`src/rtl/alu_seq_pkg.sv`:
```
//==============================================================================
// Module      : alu_seq_pkg
// Description : Opcodes, FSM state type and flag bit indices for alu_seq_unit.
// Revision    : 1.0 - initial release
//==============================================================================
`default_nettype none

package alu_seq_pkg;

    localparam logic [2:0] c_OP_LOAD = 3'b000;
    localparam logic [2:0] c_OP_ADD  = 3'b001;
    localparam logic [2:0] c_OP_SUB  = 3'b010;
    localparam logic [2:0] c_OP_AND  = 3'b011;
    localparam logic [2:0] c_OP_OR   = 3'b100;
    localparam logic [2:0] c_OP_NOT  = 3'b101;
    localparam logic [2:0] c_OP_CLR  = 3'b110;
    localparam logic [2:0] c_OP_RSVD = 3'b111;

    typedef enum logic [1:0] {
        S_IDLE = 2'd0,
        S_EXEC = 2'd1,
        S_DONE = 2'd2
    } state_t;

    localparam int c_FLAG_CARRY = 0;
    localparam int c_FLAG_ZERO  = 1;
    localparam int c_FLAG_NEG   = 2;
    localparam int c_FLAG_ERR   = 3;

    function automatic logic is_serial(input logic [2:0] op);
        return (op == c_OP_ADD) || (op == c_OP_SUB);
    endfunction

endpackage

`default_nettype wire

```
`src/rtl/alu_seq_fa.sv`:
```
//==============================================================================
// Module      : alu_seq_fa
// Description : One-bit full adder step used by the bit-serial ADD/SUB path.
// Revision    : 1.0 - initial release
//==============================================================================
`default_nettype none

module alu_seq_fa (
    input  logic i_a,
    input  logic i_b,
    input  logic i_cin,
    output logic o_s,
    output logic o_cout
);

    assign o_s    = i_a ^ i_b ^ i_cin;
    assign o_cout = (i_a & i_b) | (i_cin & (i_a ^ i_b));

endmodule

`default_nettype wire

```
`src/rtl/alu_seq_unit.sv`:
```
//==============================================================================
// Module      : alu_seq_unit
// Description : Accumulator ALU with bit-serial ADD/SUB and valid/ready
//               command/result handshakes. Optional saturation: ALU_SEQ_SAT_EN.
// Revision    : 1.0 - initial release
//==============================================================================
`default_nettype none

module alu_seq_unit
    import alu_seq_pkg::*;
#(
    parameter int WIDTH = 4
) (
    input  logic             clk,
    input  logic             rst_n,
    input  logic             cmd_valid,
    output logic             cmd_ready,
    input  logic [2:0]       cmd_op,
    input  logic [WIDTH-1:0] cmd_data,
    output logic             res_valid,
    input  logic             res_ready,
    output logic [WIDTH-1:0] res_data,
    output logic [3:0]       res_flags,
    output logic             res_sat
);

    localparam int              c_CW   = $clog2(WIDTH);
    localparam logic [c_CW-1:0] c_LAST = c_CW'(WIDTH - 1);

    state_t            r_state;
    state_t            w_state_nxt;
    logic [WIDTH-1:0]  r_acc;
    logic [WIDTH-1:0]  r_b;
    logic [2:0]        r_op;
    logic [c_CW-1:0]   r_cnt;
    logic              r_carry;
    logic [3:0]        r_flags;

    logic              w_serial;
    logic              w_sub;
    logic              w_last;
    logic              w_sum;
    logic              w_cout;
    logic [WIDTH-1:0]  w_shift;
    logic [WIDTH-1:0]  w_res;
    logic              w_carry;
    logic              w_err;
    logic [3:0]        w_flags;
    logic              w_cmd_ready;
    logic              w_res_valid;
`ifdef ALU_SEQ_SAT_EN
    logic              r_sat;
    logic              w_sat;
`endif

    assign w_serial = is_serial(r_op);
    assign w_sub    = (r_op == c_OP_SUB);
    assign w_last   = !w_serial || (r_cnt == c_LAST);

    // ACC and B are shifted right each serial step, so bit 0 is always the
    // current bit; the sum re-enters ACC at the MSB.
    alu_seq_fa u_fa (
        .i_a    (r_acc[0]),
        .i_b    (r_b[0] ^ w_sub),
        .i_cin  (r_carry),
        .o_s    (w_sum),
        .o_cout (w_cout)
    );

    assign w_shift = {w_sum, r_acc[WIDTH-1:1]};

    always_comb begin
        w_res   = r_acc;
        w_carry = 1'b0;
        w_err   = 1'b0;
`ifdef ALU_SEQ_SAT_EN
        w_sat   = 1'b0;
`endif
        case (r_op)
            c_OP_LOAD: w_res = r_b;
            c_OP_ADD, c_OP_SUB: begin
                w_res   = w_shift;
                w_carry = w_cout;
`ifdef ALU_SEQ_SAT_EN
                if (!w_sub && w_cout) begin
                    w_res = '1;
                    w_sat = 1'b1;
                end else if (w_sub && !w_cout) begin
                    w_res = '0;
                    w_sat = 1'b1;
                end
`endif
            end
            c_OP_AND:  w_res = r_acc & r_b;
            c_OP_OR:   w_res = r_acc | r_b;
            c_OP_NOT:  w_res = ~r_acc;
            c_OP_CLR:  w_res = '0;
            default:   w_err = 1'b1;
        endcase
    end

    always_comb begin
        w_flags               = '0;
        w_flags[c_FLAG_CARRY] = w_carry;
        w_flags[c_FLAG_ZERO]  = (w_res == '0);
        w_flags[c_FLAG_NEG]   = w_res[WIDTH-1];
        w_flags[c_FLAG_ERR]   = w_err;
    end

    always_ff @(posedge clk or negedge rst_n) begin
        if (!rst_n) begin
            r_state <= S_IDLE;
        end else begin
            r_state <= w_state_nxt;
        end
    end

    always_comb begin
        w_state_nxt = r_state;
        w_cmd_ready = 1'b0;
        w_res_valid = 1'b0;
        case (r_state)
            S_IDLE: begin
                w_cmd_ready = 1'b1;
                if (cmd_valid) begin
                    w_state_nxt = S_EXEC;
                end
            end
            S_EXEC: begin
                if (w_last) begin
                    w_state_nxt = S_DONE;
                end
            end
            S_DONE: begin
                w_res_valid = 1'b1;
                if (res_ready) begin
                    w_state_nxt = S_IDLE;
                end
            end
            default: w_state_nxt = S_IDLE;
        endcase
    end

    always_ff @(posedge clk or negedge rst_n) begin
        if (!rst_n) begin
            r_acc   <= '0;
            r_b     <= '0;
            r_op    <= c_OP_LOAD;
            r_cnt   <= '0;
            r_carry <= 1'b0;
            r_flags <= '0;
`ifdef ALU_SEQ_SAT_EN
            r_sat   <= 1'b0;
`endif
        end else begin
            case (r_state)
                S_IDLE: begin
                    if (cmd_valid) begin
                        r_op    <= cmd_op;
                        r_b     <= cmd_data;
                        r_cnt   <= '0;
                        // SUB is ACC + ~B + 1: the +1 enters as the initial carry
                        r_carry <= (cmd_op == c_OP_SUB);
                    end
                end
                S_EXEC: begin
                    if (w_serial) begin
                        r_b     <= r_b >> 1;
                        r_carry <= w_cout;
                        r_cnt   <= r_cnt + c_CW'(1);
                    end
                    if (w_last) begin
                        r_acc   <= w_res;
                        r_flags <= w_flags;
`ifdef ALU_SEQ_SAT_EN
                        r_sat   <= w_sat;
`endif
                    end else begin
                        r_acc   <= w_shift;
                    end
                end
                default: ;
            endcase
        end
    end

    assign cmd_ready = w_cmd_ready;
    assign res_valid = w_res_valid;
    assign res_data  = r_acc;
    assign res_flags = r_flags;
`ifdef ALU_SEQ_SAT_EN
    assign res_sat   = r_sat;
`else
    assign res_sat   = 1'b0;
`endif

endmodule

`default_nettype wire
```
`config.mk`:
```
export PLATFORM = sky130hd
export DESIGN_NAME = alu_seq_unit
export DESIGN_NICKNAME = d
export VERILOG_FILES = /design/src/rtl/alu_seq_pkg.sv /design/src/rtl/alu_seq_fa.sv /design/src/rtl/alu_seq_unit.sv
export SDC_FILE = /design/constraint.sdc
export NUM_CORES = 1
export LEC_CHECK = 0
export BUFFER_PORTS_ARGS = -buffer_cell sky130_fd_sc_hd__buf_2
export CORE_UTILIZATION = 35
export CTS_BUF_LIST = sky130_fd_sc_hd__clkbuf_4
export CTS_CLUSTER_DIAMETER = 50
export DETAILED_ROUTE_END_ITERATION = 10
export GPL_TIMING_DRIVEN = 0
export MAX_ROUTING_LAYER = met4
export SETUP_SLACK_MARGIN = 0.4
export SLEW_MARGIN = 20
export SYNTH_ARGS = -nofsm -noshare
export SYNTH_HDL_FRONTEND = slang
export SYNTH_HIERARCHICAL = 1
export SYNTH_SLANG_ARGS = --single-unit
```
`constraint.sdc`:
```
create_clock -name clk -period 2.2 [get_ports clk]
set_clock_uncertainty 0.05 [all_clocks]
set_input_delay 0.22 -clock clk [delete_from_list [all_inputs] [get_ports clk]]
set_output_delay 0.22 -clock clk [all_outputs]
set_load 0.01 [all_outputs]
```
==> results.py <==
metrics = {
    "critical_path": {
        "reg2reg_depth": 6,
        "worst-path-max-fanout": 3,
        "worst_path_max_delay_cell": "fa_1",
        "worstPathCellList": "buf_6 > nor3b_2 > xor2_1 > fa_1 > a221oi_4 > a32o_2",
        "path_depth": 6,
        "critPathTopFamily": "compound AO/OA/AOI/OAI gates",
        "critPathBufInv": 1,
        "critPathLaunchType": "flip-flop",
        "cp_data_arrival_time_ps": 2270,
        "critPathMaxStageDelay_ps": 500,
        "path_class": "reg -> reg",
        "worstPathRequired_ps": 2400,
        "worstSetupEndpointType": "flip-flop",
    },
    "die": {
        "io_pins": 22,
        "rows": 20,
        "die_x_um": 58.1,
        "core_area_um2": 3030,
        "start_util": 0.364,
        "die_y_um": 58.1,
        "die_area_um2": 3380,
    },
    "detailed_routing": {
        "ant_nets": 0,
        "postRouteWirelength_mm": 2.55,
        "drc": 0,
        "drtIter0Drc": 20,
        "vias": 968,
        "wl_per_cell_um": 13.1,
        "viasPerCell": 4.96,
        "drt_pass1_iterations": 4,
    },
    "clock_tree": {
        "cts_max_level": 1,
        "clock_latency_ps": 300,
        "numCtsBuffers": 3,
        "root_buffer": "clkbuf_4",
        "cts.sinks": 20,
        "cts_buffer_depth": 2,
        "cts_tree": "built",
        "clkSlewWorstSetupHoldPaths_ps": 120,
    },
    "placed_design": {
        "io_buffers": 20,
        "placedCellCount": 184,
        "gp_congestion": 0.793,
        "place_hpwl_mm": 1.79,
    },
    "timing": {
        "final-setup-viol-count": 0,
        "max_freq_mhz": 482,
        "hold_viol": 0,
        "rsz0062_at_grt": "true",
        "timing.final.crit_share": 0.944,
        "drv_slew": 0,
        "fin_tns_setup_ps": 0,
        "fin_crit_ps": 2080,
        "fin_hold_ws_ps": 43.9,
    },
    "synthesis": {
        "ys_seq_area_frac": 0.454,
        "synthCells": 120,
        "synth_top_area_cell": "dfrtp_1",
        "synth.distinct_cells": 33,
        "yosys_most_used_dff": "dfrtp_1",
        "ys_ff_latch": 20,
        "synthTopCellsByArea": "dfrtp_1 (45%), nand2_1 (6.5%), a211oi_1 (5.4%), o21ai_0 (4.1%), nand2b_1 (4.0%)",
        "synth_edf_count": 0,
        "synth_top_area_frac": 0.454,
        "syn_avg_cell_area_um2": 9.19,
        "syn_nets": 133,
        "yosys_warnings": 6,
        "ys_async_sr_fraction": 1.00,
        "synth_area_um2": 1100,
    },
    "power_and_ir_drop": {
        "leakagePower_nw": 0.642,
        "power_mw": 2.17,
        "ir_worst_vdd_mv": 0.749,
        "powerDensity_nw_per_um2": 1570,
    },
    "worst_hold_path": {
        "hold_class": "in -> reg",
        "holdPathStages": 2,
    },
    "job": {
        "cap_violations": 0,
    },
    "global_route": {
        "grt_pass1_wl_mm": 4.19,
        "antenna_found_initial": 0,
        "grt_pass1_vias": 912,
        "grt.total_usage": 0.176,
        "grt_overflow_total": 0,
        "grt_max_degree": 21,
    },
    "finish": {
        "areaGrowthSynthToFinish_pct": 25.2,
        "nets": 165,
        "drive_gt1_frac": 0.285,
        "n_antenna_cell": 0,
        "stdcell_count": 195,
        "final.fill_count": 296,
    },
    "status": {
        "outcome": "finished clean",
    },
}
[stage by stage]
stage | setup WS (ps) | util | instance area (um2)
5_1_grt | 43.0 | 0.456 | 1380
3_3_place_gp | 126 | 0.422 | 1280
4_1_cts | 105 | 0.445 | 1350
3_5_place_dp | 85.3 | 0.422 | 1280
2_1_floorplan | 266 | - | 1120
6_report | 123 | 0.456 | 1380
[layout make-up]
type | count | area [um2] | area share
buffer | 8 | 67.6 | 0.0490
clock buffer | 3 | 22.5 | 0.0163
clock inverter | 1 | 3.75 | 0.00272
inverter | 5 | 18.8 | 0.0136
multi-input combinational | 87 | 557 | 0.403
sequential | 20 | 500 | 0.363
tap | 44 | 55.1 | 0.0399
timing repair buffer | 27 | 155 | 0.112
[cells in the final DEF (no fill, tap or decap), types with 2 or more instances in the layout]
master and n:
xor2_1 2, a31oi_1 3, nor2_1 11, buf_6 4
inv_1 5, a211oi_1 8, clkbuf_1 2, buf_2 20
a21oi_1 4, nand3_1 3, o21ai_0 8, nand2b_1 7
dfrtp_1 20, clkbuf_4 3, mux2_2 2, nand2_1 19
buf_4 8
[cells by family after synthesis]
family,count (synthesis),share of synthesized area
adder cells (fa/ha/maj),2,0.0295
AO/OA/AOI/OAI,32,0.196
other,1,0.00340
multiplexers,3,0.0295
XOR/XNOR,2,0.0159
buffers and inverters,13,0.0647
flip-flops,20,0.454
AND/OR/NAND/NOR,47,0.207
[timing repair]
action,4_1_cts,5_1_grt
hold buffers,1,0
pin swaps,4,4
gates resized for setup,1,5
hold endpoints to repair,20,0
buffers inserted,4,2
setup endpoints to repair,3,8
[layer usage]
metal / GRT usage / up-vias / routed length (um)
li1: - / 481 / -
met4: 0.0748 / 0 / 47
met3: 0.0402 / 4 / 87
met2: 0.289 / 27 / 1220
met1: 0.206 / 456 / 1190
met5: - / - / 0
[worst register-to-register path, cell delays in order, from the launching register on]
cell,delay (ps)
dfrtp_1,410
buf_6,130
nor3b_2,180
xor2_1,200
fa_1,500
a221oi_4,350
a32o_2,210
[cells in the mapped netlist, types with 2 or more instances]
master / n
a31oi_1: 3
dfrtp_1: 20
mux2_2: 2
a211oi_1: 8
a21oi_1: 5
nand3_1: 3
o21ai_0: 9
xor2_1: 2
a221oi_1: 2
inv_1: 5
nor2_1: 11
buf_6: 2
clkbuf_1: 2
buf_2: 3
nand2_1: 19
nand2b_1: 7
[path summary, 6_finish.rpt]
path                                           from                       end  slack [ps]
max                             r_op[0]$_DFFE_PN0P_  res_flags[1]$_DFFE_PN0P_         120
min                                       res_ready    r_state[1]$_DFFE_PN0P_          40
max reg2reg                     r_op[0]$_DFFE_PN0P_  res_flags[1]$_DFFE_PN0P_         120
min reg2reg                res_flags[0]$_DFFE_PN0P_  res_flags[0]$_DFFE_PN0P_         440
max in group asynchronous                     rst_n  res_flags[2]$_DFFE_PN0P_        1460
min in group asynchronous                     rst_n    r_state[0]$_DFFE_PN0P_         330
[registers in the layout, indices dropped and copies added, names as in the netlist]
signal and cells:
r_state 2, res_flags 4, r_b 4, r_carry 1
r_op 3, r_cnt 2, res_data 4
[where the power goes]
group          total [mW]  internal, mW  switching (mW)
clock               0.181        0.0662           0.114
combinational        1.29         0.607           0.683
sequential          0.696         0.527           0.169
total                2.17          1.20           0.965
Power figures use the tool's default switching activity.
